$ cat src/rtl/mem_port_arbiter.sv
// Round-robin arbiter that merges the fetch and load/store ports onto one memory port.
// It places store lanes, extracts load lanes and allows one outstanding access at a time.
package isa_types;
  parameter int XLEN = 32;
  typedef enum logic [1:0] {
    write_byte     = 2'd0,
    write_halfword = 2'd1,
    write_word     = 2'd2
  } write_width_t;
endpackage

module mem_port_arbiter #(
  parameter int XLEN = isa_types::XLEN
) (
  input  logic                     clock,
  input  logic                     reset,
  input  logic                     if_req,
  input  logic [XLEN-1:0]          if_addr,
  output logic                     if_gnt,
  output logic                     if_rvalid,
  output logic [XLEN-1:0]          if_rdata,
  input  logic                     ls_req,
  input  logic                     ls_we,
  input  isa_types::write_width_t  ls_width,
  input  logic [XLEN-1:0]          ls_addr,
  input  logic [XLEN-1:0]          ls_wdata,
  output logic                     ls_gnt,
  output logic                     ls_rvalid,
  output logic [XLEN-1:0]          ls_rdata,
  output logic                     ls_misaligned,
  output logic                     mem_req,
  output logic                     mem_we,
  output logic [XLEN-1:0]          mem_addr,
  output logic [XLEN-1:0]          mem_wdata,
  output logic [3:0]               mem_be,
  input  logic                     mem_ready,
  input  logic                     mem_rvalid,
  input  logic [XLEN-1:0]          mem_rdata
);

  typedef enum logic [1:0] {IDLE, REQ, RESP} state_t;

  // What is needed to route and align the read data when it comes back.
  typedef struct packed {
    logic                    owner_ls;
    logic [1:0]              off;
    isa_types::write_width_t width;
  } rsp_ctx_t;

  state_t          state;
  rsp_ctx_t        rsp;
  logic            prefer_ls;
  logic            sel_ls, sel_if, ls_misal;
  logic [3:0]      lane_be, base_be;
  logic [XLEN-1:0] lane_wdata, rd_shift, ld_data;

  always_comb begin
    ls_misal = (ls_width == isa_types::write_halfword && ls_addr[0]) ||
               (ls_width == isa_types::write_word && ls_addr[1:0] != 2'b00);
    sel_ls   = ls_req && (!if_req || prefer_ls);
    sel_if   = if_req && !sel_ls;
    if_gnt        = (state == IDLE) && !reset && sel_if;
    ls_gnt        = (state == IDLE) && !reset && sel_ls;
    ls_misaligned = ls_gnt && ls_misal;

    case (ls_width)
      isa_types::write_byte:     base_be = 4'b0001;
      isa_types::write_halfword: base_be = 4'b0011;
      default:                   base_be = 4'b1111;
    endcase
    lane_be    = base_be << ls_addr[1:0];
    lane_wdata = ls_wdata << {ls_addr[1:0], 3'b000};

    rd_shift = mem_rdata >> {rsp.off, 3'b000};
    case (rsp.width)
      isa_types::write_byte:     ld_data = {{(XLEN-8){1'b0}}, rd_shift[7:0]};
      isa_types::write_halfword: ld_data = {{(XLEN-16){1'b0}}, rd_shift[15:0]};
      default:                   ld_data = rd_shift;
    endcase
  end

  always_ff @(posedge clock) begin
    if (reset) begin
      state     <= IDLE;
      prefer_ls <= 1'b1;
      rsp       <= '0;
      mem_req   <= 1'b0;
      mem_we    <= 1'b0;
      mem_addr  <= '0;
      mem_wdata <= '0;
      mem_be    <= 4'b0000;
      if_rvalid <= 1'b0;
      ls_rvalid <= 1'b0;
      if_rdata  <= '0;
      ls_rdata  <= '0;
    end else begin
      if_rvalid <= 1'b0;
      ls_rvalid <= 1'b0;
      case (state)
        IDLE: begin
          if (if_gnt) begin
            prefer_ls    <= 1'b1;
            rsp.owner_ls <= 1'b0;
            mem_req      <= 1'b1;
            mem_we       <= 1'b0;
            mem_addr     <= {if_addr[XLEN-1:2], 2'b00};
            mem_be       <= 4'b1111;
            state        <= REQ;
          end else if (ls_gnt) begin
            prefer_ls <= 1'b0;
            // A misaligned access is answered by the grant-cycle error pulse alone.
            if (!ls_misal) begin
              rsp       <= '{owner_ls: 1'b1, off: ls_addr[1:0], width: ls_width};
              mem_req   <= 1'b1;
              mem_we    <= ls_we;
              mem_addr  <= {ls_addr[XLEN-1:2], 2'b00};
              mem_be    <= lane_be;
              mem_wdata <= lane_wdata;
              state     <= REQ;
            end
          end
        end
        REQ: begin
          if (mem_ready) begin
            mem_req <= 1'b0;
            if (mem_we) begin
              ls_rvalid <= 1'b1;
              ls_rdata  <= '0;
              state     <= IDLE;
            end else begin
              state <= RESP;
            end
          end
        end
        RESP: begin
          if (mem_rvalid) begin
            state <= IDLE;
            if (rsp.owner_ls) begin
              ls_rvalid <= 1'b1;
              ls_rdata  <= ld_data;
            end else begin
              if_rvalid <= 1'b1;
              if_rdata  <= mem_rdata;
            end
          end
        end
        default: state <= IDLE;
      endcase
    end
  end

endmodule

$ cat config.mk
export PLATFORM = sky130hd
export DESIGN_NAME = mem_port_arbiter
export DESIGN_NICKNAME = d
export VERILOG_FILES = /design/src/rtl/mem_port_arbiter.sv
export SDC_FILE = /design/constraint.sdc
export NUM_CORES = 1
export LEC_CHECK = 0
export ABC_AREA = 1
export CAP_MARGIN = 30
export CORE_MARGIN = 3
export CORE_UTILIZATION = 44
export CTS_BUF_LIST = sky130_fd_sc_hd__clkbuf_8
export DETAILED_ROUTE_END_ITERATION = 12
export PLACE_DENSITY_LB_ADDON = 0.08
export SETUP_SLACK_MARGIN = 0.15
export SYNTH_ARGS = -nofsm -noshare
export SYNTH_HDL_FRONTEND = slang
export SYNTH_SLANG_ARGS = --single-unit
export TNS_END_PERCENT = 5
$ cat constraint.sdc
create_clock -name clock -period 1.79 [get_ports clock]
set_input_delay 0.2685 -clock clock [delete_from_list [all_inputs] [get_ports clock]]
set_output_delay 0.2685 -clock clock [all_outputs]
set_load 0.05 [all_outputs]
Yosys cells after proc, flatten, opt, wreduce, memory -nomap -nowiden
Cells that the tools add are included.
Widths: inputs -> output; s select.
Word-level totals
  register bits: 144
  bits of input ports: 137
  output and inout bits: 139
  logic and storage cells: 101
Operators by class
  bitwise operators: 5
  reductions and logical operators: 28
  shift operators: 3
  eq/ne operators: 12
  muxes and demuxes: 39
Operators with widths (count)
  $mux 32: 7
  $pmux 32 s2: 2
  $shl 32x5->32: 1
  $shr 32x5->32: 1
  $mux 1: 15
  $mux 2: 6
  $mux 4: 3
  $reduce_and 4->1: 3
  $mux 5: 2
  $ne 2x2->1 const B: 5
  $logic_and 1x1->1: 8
  $pmux 4 s2: 1
  $reduce_bool 2->1: 4
  $eq 2x1->1 const B: 3
  $logic_not 2->1: 3
  $ne 3x3->1 const B: 2
  $pmux 2 s3: 1
  $reduce_and 3->1: 2
  $not 1->1: 5
  $reduce_and 5->1: 1
  $eq 2x2->1 const B: 2
  $pmux 1 s2: 2
  $shl 4x2->4: 1
  $logic_not 1->1: 3
  3 further kinds: 4

Logic depth before layout (Yosys ltp)
  depth in word-level cells: 8
  depth in mapped cells: 12
  mapped depth without buffers: 10

Worst setup path before layout
Ideal clock, no wire load.
  kind: register -> output
  start: register state[0]
  end: output ls_misaligned
  buffers on the path: 0
  data arrival time: 1649 ps
  required time: 1521 ps
  cell stages (with the launch flop): 9
  path slack: -127 ps
  cell sequence: dfxtp_1 -> inv_1 -> ha_1 -> inv_2 -> nor2_4 -> nand3_4 -> inv_1 -> nand2_1 -> inv_1
On the way
  longest elaborated chain between the ends: 4
Ends and longest elaborated chain
  start: declaration: RTL line 50  | state_t state;
  start signal: assignment: RTL line 84  | state <= IDLE;
  start signal: assignment: RTL line 108  | state <= REQ;
  start signal: assignment: RTL line 119  | state <= REQ;
  $logic_not 2->1: RTL line 63  | ls_gnt = (state == IDLE) && !reset && sel_ls;
  $logic_and 1x1->1 (2 in series): RTL line 63
  via ls_gnt: RTL line 27  | output logic ls_gnt,
  $logic_and 1x1->1: RTL line 64  | ls_misaligned = ls_gnt && ls_misal;
  end: declaration: RTL line 30  | output logic ls_misaligned,
The timed path passes the listed nets, and every way through them passes these cells.

Worst setup path in the final report
  start: register state[1]
  end: output ls_misaligned
On the way
  longest elaborated chain between the ends: 4
Ends and longest elaborated chain (RTL line)
  $logic_not 2->1: 63
  $logic_and 1x1->1 (2 in series): 63
  $logic_and 1x1->1: 64
Every way passes these cells.

==> impl_metrics.ini <==
[status]
status = finished with violations
failed_checks = negative setup slack

[global_route]
grt.total_usage_pct = 25.75
busiest_layer = met2
antenna_found_initial = 0
grt_pass1_wl_mm = 34.31
use_met1_pct = 33.96
grt_pass1_vias = 6753
use_met2_pct = 41.40
met3_usage_pct = 7.555
grt-ovfl-total = 0
grt_max_degree = 52

[finish]
fin_cells = 1440
fillerInstances = 1199
ff_latch_area_mm2 = 0.002845
layout.nets = 1383
post_route_cells_drive_above_1_share_pct = 22.45
syn2layout_area_growth_pct = 59.71
multi_input_area_mm2 = 0.003527
n_antenna_cell = 0

[sta]
slew_headroom_pct = 61.45
post-route-period-util_pct = 108.2
finalClockSkew_ns = 0.01086
hold_violations = 0
rsz0062_at_grt = yes
maxSlewViolCount = 0
worst_pin_slew_ns = 0.5774
layout_setup_ws_ns = -0.1470
min_period_ns = 1.937
max_clock_freq_mhz = 516.3
fin_hold_ws_ns = 0.3680
setup_tns_ns = -3.103
setup_viol_count_final = 63

[yosys]
ys_seq_area_share_pct = 42.80
synth_edf_count = 0
synth_cell_types = 31
postSynth.asyncResetShare_pct = 0
yosysMostFrequentCell = nand2_1
synth_compound_area_share_pct = 23.15
synthFlopType = dfxtp_1
yosys.area_share.simple_pct = 23.70
netlist_top_cells_area = dfxtp_1 43%, nand2_1 12%, a21oi_1 9.0%
synth_xor_area_share_pct = 0
syn_inst = 945
syn-cell-area_mm2 = 0.006643
synth_warnings = 0
synth_top_family_by_area = simple AND/OR/NAND/NOR gates
synth_fa_ha_area_share_pct = 0.5651
synthMuxAreaShare_pct = 1.206
syn_area_per_cell_um2 = 7.029
yosysTopAreaCellShare_pct = 42.80
ys_ff_latch = 142
post-synth-top-area-cell = dfxtp_1
ys_top_cells_by_count = 208 x nand2_1, 142 x dfxtp_1, 120 x a21oi_1

[pwr]
powerDensity_mw_per_mm2 = 1234
seq_power_share_pct = 31.0
worst_ir_drop_vdd_mv = 0.8988
clkPwrFrac_pct = 18.8
power_frac_comb_pct = 50.2
swShare_pct = 44.07
intPower_mw = 7.324
p_switching_mw = 5.771
leakage_nw = 4.618

[floorplanning]
die_w_um = 128.9
die_height_um = 128.9
coreArea_mm2 = 0.01464
initial_core_util_pct = 45.36
rows = 44
io_pins = 276
die-area_mm2 = 0.01661

[worst_setup_path]
max_stage_delay_ns = 0.33
required_ns = 1.52
path_cells = inv_2 > ha_4 > inv_2 > nor2_4 > nand3_4 > clkinvlp_4 > nand2_2 > clkinvlp_4 > buf_12
end_kind = primary output
arrival_ns = 1.67
critPathKind = flip-flop to primary output
crit_fanout = 3
critPathLaunchType = flip-flop
cp_slowest_cell = dfxtp_2

[clock_network]
cts_tree = yes
htreeDepth = 4
cts_made_buffers = 17
path_clk_slew_ns = 0.08
cts_root_buf = clkbuf_8
clock-sinks = 142
clockBufferDepth = 2
insertion_delay_ns = 0.45

[hold_path]
min_path_type = primary input to flip-flop

[placed_design]
routabilityCongestion = 0.8742
pre_cts_ws_ns = -0.1042
io_buffers = 271
dp_hpwl_mm = 15.50
dp.cells = 1376

[route]
ant_nets = 0
wl_mm = 23.36
drc = 0
post_drt_wl_per_cell_um = 16.22
first_iter_violations = 626
drt_pass1_iterations = 5
drt-vias-per-instance = 5.170
vias = 7445

[job]
drv_cap = 0
[repair_timing]
| action | CTS | global route |
|---|---|---|
| resized for setup | 114 | 169 |
| endpoints found under the setup margin | 114 | 182 |
| endpoints found under the hold margin | 0 | 0 |
| hold buffers | 0 | 0 |
| setup buffers | 9 | 17 |
| pin swaps | 13 | 17 |
| cloned | 0 | 6 |
[critical path, delay by kind of cell (launching register included)]
family | cells | cell delay, ns
adders and majority gates | 1 | 0.14
and+or+nand+nor | 3 | 0.31
DFF | 1 | 0.33
buffers and inverters | 5 | 0.44
[stage by stage]
| step | power (mW) | area, um2 | util, % |
|---|---|---|---|
| final | 13.09 | 10610 | 72.45 |
| after floorplan | 7.895 | 6671 | - |
| after global placement | 9.841 | 9529 | 65.07 |
| after detailed placement | 9.877 | 9529 | 65.07 |
| after global routing | 13.78 | 10610 | 72.45 |
| after CTS | 12.27 | 9991 | 68.22 |
[registers in the layout, summed over array words and instances (netlist names), 2 cells and up]
signal     cells
state          2
if_rdata      32
ls_rdata      32
mem_wdata     32
mem_be         4
mem_addr      30
rsp            5
[logic make-up (layout without fill, tap and decap cells)]
kind of cell	count (synthesis)	after routing
compound gates	295	295
mux	8	8
fa+ha+maj	3	3
other cells	1	2
buf+inv	115	425
flops	142	142
simple gates	381	381
[metal layers]
| metal | wire (um) | share of wire [%] |
|---|---|---|
| met5 | 0 | 0 |
| met4 | 212 | 0.91 |
| met3 | 2140 | 9.2 |
| met2 | 10930 | 47 |
| met1 | 10080 | 43 |
[worst paths after layout]
| check | start | endpoint | slack (ns) | cells after the start |
|---|---|---|---|---|
| worst max-delay path | state[1] | ls_misaligned | -0.15 | 9 |
| worst min-delay path | reset | rsp[1] | 0.37 | 5 |
| worst max register to register | state[0] | ls_rdata[23] | -0.11 | 12 |
| worst min register to register | ls_rdata[27] | ls_rdata[27] | 0.47 | 2 |
[final cells by class]
class / count / area share, %
Clock buffer: 19 / 2.465
Clock inverter: 13 / 1.061
Inverter: 41 / 1.734
Multi-Input combinational cell: 689 / 33.25
Sequential cell: 142 / 26.82
Tap cell: 184 / 2.170
Timing Repair Buffer: 352 / 32.50
[cells in the final DEF, fill, tap and decap left out, types with 14 or more instances in the layout]
cell type,n
o21ai_2,19
inv_1,28
o21ai_1,39
dfxtp_1,140
clkdlybuf4s15_1,38
buf_6,17
nor2_1,97
o21ai_0,91
nand2_2,15
nand2_1,191
nand3_1,35
buf_4,105
clkbuf_8,19
buf_12,14
a21oi_1,114
dlygate4sd2_1,21
clkdlybuf4s50_1,133
[power groups by stage]
| stage | logic [mW] | registers [mW] | clock network, mW |
|---|---|---|---|
| finish | 6.57 | 4.05 | 2.47 |
| global route | 6.98 | 4.12 | 2.67 |
| CTS | 5.73 | 4.03 | 2.51 |
| detailed placement | 5.78 | 4.10 | 0 |
| global placement | 5.75 | 4.09 | 0 |
| floorplan | 1.93 | 5.96 | 0 |
No activity file was read; power rests on OpenSTA's default activity.
